`src/rtl/rx_core_cfg_ctrl.sv`:
```
// Configuration sequencer: shadows rx_core tuning words and applies them atomically
// behind a mute/settle window. Define RX_CFG_MUTE_EN to enable the MUTE phase and dac_mute.
module rx_core_cfg_ctrl #(
  parameter int unsigned MUTE_CYCLES   = 16,
  parameter int unsigned SETTLE_CYCLES = 256
) (
  input  logic        clock,
  input  logic        reset,
  input  logic        cfg_valid,
  output logic        cfg_ready,
  input  logic [2:0]  cfg_addr,
  input  logic [15:0] cfg_data,
  input  logic        commit,
  output logic [15:0] ddc_phase_inc,
  output logic [15:0] demix_phase_inc,
  output logic [15:0] duc_phase_inc,
  output logic [15:0] lpf1_gain,
  output logic [15:0] lpf2_gain,
  output logic [15:0] lpf3_gain,
  output logic [15:0] lpf4_gain,
  output logic        dac_mute,
  output logic        busy,
  output logic        cfg_done,
  output logic [7:0]  commit_count
);

  localparam logic [15:0] MuteLoad   = 16'(MUTE_CYCLES - 1);
  localparam logic [15:0] SettleLoad = 16'(SETTLE_CYCLES - 1);

  typedef enum logic [1:0] {StIdle, StMute, StApply, StSettle} state_e;

  state_e      state_q, state_d;
  logic [15:0] cnt_q, cnt_d;
  logic        pending_q, pending_d;
  logic        done_d;
  logic        cfg_ready_q, busy_q, mute_q, done_q;
  logic [7:0]  count_q;
  logic [15:0] shadow_q [7];
  logic [15:0] active_q [7];
  logic        wr_en;

  assign wr_en = cfg_valid && cfg_ready_q;

  always_comb begin
    state_d   = state_q;
    cnt_d     = cnt_q;
    pending_d = pending_q;
    case (state_q)
      StIdle: begin
        if (commit || pending_q) begin
          pending_d = 1'b0;
`ifdef RX_CFG_MUTE_EN
          state_d   = StMute;
          cnt_d     = MuteLoad;
`else
          state_d   = StApply;
`endif
        end
      end
      StMute: begin
        if (commit) pending_d = 1'b1;
        if (cnt_q == 16'd0) state_d = StApply;
        else                cnt_d   = cnt_q - 16'd1;
      end
      StApply: begin
        if (commit) pending_d = 1'b1;
        state_d = StSettle;
        cnt_d   = SettleLoad;
      end
      StSettle: begin
        if (commit) pending_d = 1'b1;
        if (cnt_q == 16'd0) state_d = StIdle;
        else                cnt_d   = cnt_q - 16'd1;
      end
      default: state_d = StIdle;
    endcase
    // Flag the final SETTLE cycle one edge early so cfg_done can be a registered output.
    done_d = (state_d == StSettle) && (cnt_d == 16'd0);
  end

  always_ff @(posedge clock or posedge reset) begin
    if (reset) begin
      state_q     <= StIdle;
      cnt_q       <= '0;
      pending_q   <= 1'b0;
      cfg_ready_q <= 1'b1;
      busy_q      <= 1'b0;
      mute_q      <= 1'b0;
      done_q      <= 1'b0;
      count_q     <= '0;
    end else begin
      state_q     <= state_d;
      cnt_q       <= cnt_d;
      pending_q   <= pending_d;
      cfg_ready_q <= (state_d != StApply);
      busy_q      <= (state_d != StIdle);
`ifdef RX_CFG_MUTE_EN
      mute_q      <= (state_d != StIdle);
`else
      mute_q      <= 1'b0;
`endif
      done_q      <= done_d;
      if (done_d) count_q <= count_q + 8'd1;
    end
  end

  always_ff @(posedge clock or posedge reset) begin
    if (reset) begin
      shadow_q <= '{default: '0};
      active_q <= '{default: '0};
    end else begin
      for (int i = 0; i < 7; i++) begin
        if (wr_en && (cfg_addr == 3'(i))) shadow_q[i] <= cfg_data;
      end
      if (state_q == StApply) active_q <= shadow_q;
    end
  end

  assign cfg_ready       = cfg_ready_q;
  assign busy            = busy_q;
  assign dac_mute        = mute_q;
  assign cfg_done        = done_q;
  assign commit_count    = count_q;
  assign ddc_phase_inc   = active_q[0];
  assign demix_phase_inc = active_q[1];
  assign duc_phase_inc   = active_q[2];
  assign lpf1_gain       = active_q[3];
  assign lpf2_gain       = active_q[4];
  assign lpf3_gain       = active_q[5];
  assign lpf4_gain       = active_q[6];

endmodule
```
`config.mk`:
```
export PLATFORM = sky130hd
export DESIGN_NAME = rx_core_cfg_ctrl
export DESIGN_NICKNAME = d
export VERILOG_FILES = /design/src/rtl/rx_core_cfg_ctrl.sv
export SDC_FILE = /design/constraint.sdc
export NUM_CORES = 1
export LEC_CHECK = 0
export CAP_MARGIN = 15
export CORE_UTILIZATION = 50
export CTS_CLUSTER_DIAMETER = 80
export DETAILED_ROUTE_END_ITERATION = 16
export PLACE_DENSITY_LB_ADDON = 0.12
export SLEW_MARGIN = 15
export SYNTH_ARGS = -nofsm -noshare
export SYNTH_HDL_FRONTEND = slang
export SYNTH_SLANG_ARGS = --single-unit
```
`constraint.sdc`:
```
create_clock -name clock -period 13.3 [get_ports clock]
set_clock_uncertainty 0.1 [all_clocks]
set_input_delay 3.99 -clock clock [delete_from_list [all_inputs] [get_ports clock]]
set_output_delay 3.99 -clock clock [all_outputs]
set_load 0.02 [all_outputs]
```
==> impl_metrics.py <==
metrics = {
    "sta": {
        "slew_headroom": 0.2491,
        "finalSetupViolCount": 0,
        "slew_violations": 0,
        "finalHoldViolations": 0,
        "timing.final.ws_setup_ns": 7.522,
        "hold_slack_ns": 0.3585,
        "finalCritPeriodShare": 0.4344,
        "worst_slew_pin_slew_ns": 1.126,
        "finalSetupTns_ns": 0,
        "finalCriticalPeriod_ns": 5.778,
        "rsz0062_at_grt": "no",
        "clock.fmax_ghz": 0.1731,
    },
    "drt": {
        "ant_nets": 0,
        "drt_first_pass_iters": 5,
        "wirelength_um": 22880,
        "drc": 0,
        "detail_route.vias_per_cell": 5.228,
        "num_vias": 6823,
        "dr.first_iter.drc_count": 435,
        "wl_per_cell_um": 17.54,
    },
    "clock_tree": {
        "clk_latency_ns": 0.52,
        "cts.clk_slew.worst_paths_ns": 0.06,
        "clockRootBuffer": "clkbuf_16",
        "numCtsBuffers": 26,
        "cts.sinks": 254,
        "cts_tree": "yes",
        "cts_htree_levels": 1,
        "cts_setup_buffers": 0,
        "cts_resized": 0,
        "hold_buffers": 0,
        "cts_buffer_depth": 3,
    },
    "power_and_ir_drop": {
        "power.static_leakage_uw": 0.005918,
        "p_per_area_mw_per_mm2": 179.1,
        "ir_drop_mv": 0.1031,
    },
    "grt": {
        "grt_overflow": 0,
        "grt_pass1_wl_um": 36730,
        "grt_pass1_vias": 6745,
        "antenna_found_initial": 0,
        "track_usage": 0.2335,
        "grt_start_max_net_pins": 110,
    },
    "layout": {
        "num-fill-cells": 1574,
        "syn_to_final_growth_pct": 25.58,
        "drive_gt1_frac": 0.1471,
        "diodes": 0,
        "nets": 1045,
    },
    "synthesis": {
        "synthArstFlopShare": 1.000,
        "ys_top_cells_by_count": "nand2_1 (350), dfrtp_1 (253), mux2_2 (94)",
        "synth_area_mm2": 0.009955,
        "synth_top_cell_by_area": "dfrtp_1",
        "synth-edff-count": 0,
        "synth_area_leaders": "dfrtp_1 (64%), nand2_1 (13%), mux2_2 (11%)",
        "yosysWarnings": 0,
        "synth_top_area_frac": 0.6360,
        "synthCells": 886,
        "syn-num-nets": 911,
        "ys_seq_elements": 254,
        "ys_seq_area_frac": 0.6386,
        "yosysMostFrequentCell": "nand2_1",
        "yosysUniqueCellTypes": 51,
        "yosys_most_used_dff": "dfrtp_1",
        "syn_area_per_cell_um2": 11.24,
    },
    "run": {
        "cap_violations": 0,
    },
    "placed_design": {
        "portBuffers": 145,
        "place_congestion": 0.8585,
        "hpwl_um": 14290,
        "dp_slack_ns": 6.992,
    },
    "worst_setup_path": {
        "worst-endpoint-required_ns": 13.60,
        "max_stage_delay_ns": 0.82,
        "reg2reg_from": "cnt_q[10]$_DFF_PP0_",
        "path_cells": "clkdlybuf4s50_1 -> nand2_1 -> or2_1 -> nor2_2 -> mux2_2",
        "path_delay_family": "simple AND/OR/NAND/NOR gates",
        "worst-path-max-fanout": 16,
        "startpoint": "cfg_valid",
        "cpMaxStageDelayCell": "nor2_2",
        "crit_arrival_ns": 6.08,
        "startpoint_type": "input pin",
        "critical_path_buf_inv_count": 1,
        "crit_type": "input pin to flip-flop",
        "endpoint_kind": "flip-flop",
    },
    "worst_hold_path": {
        "min_from": "shadow_q[99]$_DFFE_PP0P_",
        "worstHoldPathType": "flip-flop to flip-flop",
    },
    "run_status": {
        "status": "complete, no violations",
    },
    "die": {
        "start_util": 0.5115,
        "io_pins": 147,
        "die_w_um": 143.1,
        "die_h_um": 143.1,
        "core-area_mm2": 0.01946,
        "die-area_mm2": 0.02048,
        "rows": 51,
    },
}
final timing paths:
path | slack, ns | end | cells past startpoint
max | 7.52 | shadow_q[40]$_DFFE_PP0P_ | 5
max reg2reg | 9.28 | commit_count[1]$_DFFE_PP0P_ | 7
max in group asynchronous | 7.59 | pending_q$_DFFE_PP0P_ | 3
min | 0.36 | ddc_phase_inc[3]$_DFFE_PP0N_ | 2
min in group asynchronous | 3.88 | cnt_q[10]$_DFF_PP0_ | 2
min reg2reg | 0.36 | ddc_phase_inc[3]$_DFFE_PP0N_ | 2
layer usage:
metal / global-route usage / share of wire
met1: 0.3397 / 0.47
met2: 0.3702 / 0.47
met3: 0.03924 / 0.051
met4: 0.04697 / 0.0081
met5: 0 / 0
stage by stage:
step | util | cells | total power [µW] | cell area [µm²]
after floorplan | - | 886 | 1314 | 9955
after detailed placement | 0.5973 | 1257 | 1518 | 11620
after global placement | 0.5973 | 1257 | 1502 | 11620
after global routing | 0.6423 | 1305 | 2353 | 12500
final | 0.6423 | 1305 | 2239 | 12500
after CTS | 0.6423 | 1305 | 2260 | 12500
flip-flops by register name, indices dropped and copies added, names as in the netlist:
signal / count
lpf3_gain: 16
lpf1_gain: 16
demix_phase_inc: 16
lpf2_gain: 16
pending_q: 1
cnt_q: 16
lpf4_gain: 16
cfg_ready: 1
duc_phase_inc: 16
shadow_q: 112
commit_count: 8
busy: 1
ddc_phase_inc: 16
cfg_done: 1
state_q: 2
cell usage in the layout, fill, tap and decap left out, drive strengths merged, types with 2 or more instances in the layout:
cell type and n:
nor4b 2, mux2i 2, nand3b 2, or4 4, buf 4, clkdlybuf4s50 145, o311ai 3, or3 4
mux2 115, ha 2, clkbuf 41, bufinv 2, and3 2, a22oi 2, xor2 2, nand2 350
nor4 5, dfrtp 253, xnor2 8, inv 4, nand2b 7, nor2 19, a21oi 2, nor3 10
a31oi 2, o41ai 3, nand3 9, o31ai 3, o21ai 8, clkinv 4, nand4 6
logic make-up after synthesis:
group | Yosys count | share of synthesized area
simple gates | 426 | 0.1780
flops | 254 | 0.6386
fa+ha+maj | 2 | 0.002513
mux | 117 | 0.1321
compound gates | 29 | 0.02049
other cells | 1 | 0.0003767
buf+inv | 47 | 0.01910
xor+xnor | 10 | 0.008799
where the power goes:
part	switching, µW	internal, µW	total, µW
clock	289	444	734
combinational	238	228	467
sequential	110	928	1040
tightest hold or removal path: stages, from the launching register on:
cell and delay [ns]:
dfrtp_1 0.33, nand2_1 0.05, nand2_1 0.05
area by class of cell:
type | count | area (µm²) | area share
Multi-Input combinational cell | 585 | 3432 | 0.2745
Tap cell | 265 | 331.6 | 0.02652
Clock buffer | 41 | 788.3 | 0.06306
Sequential cell | 254 | 6357 | 0.5086
Inverter | 4 | 22.52 | 0.001802
Timing Repair Buffer | 149 | 1481 | 0.1185
Clock inverter | 7 | 87.58 | 0.007006
Power figures use the tool's default switching activity.
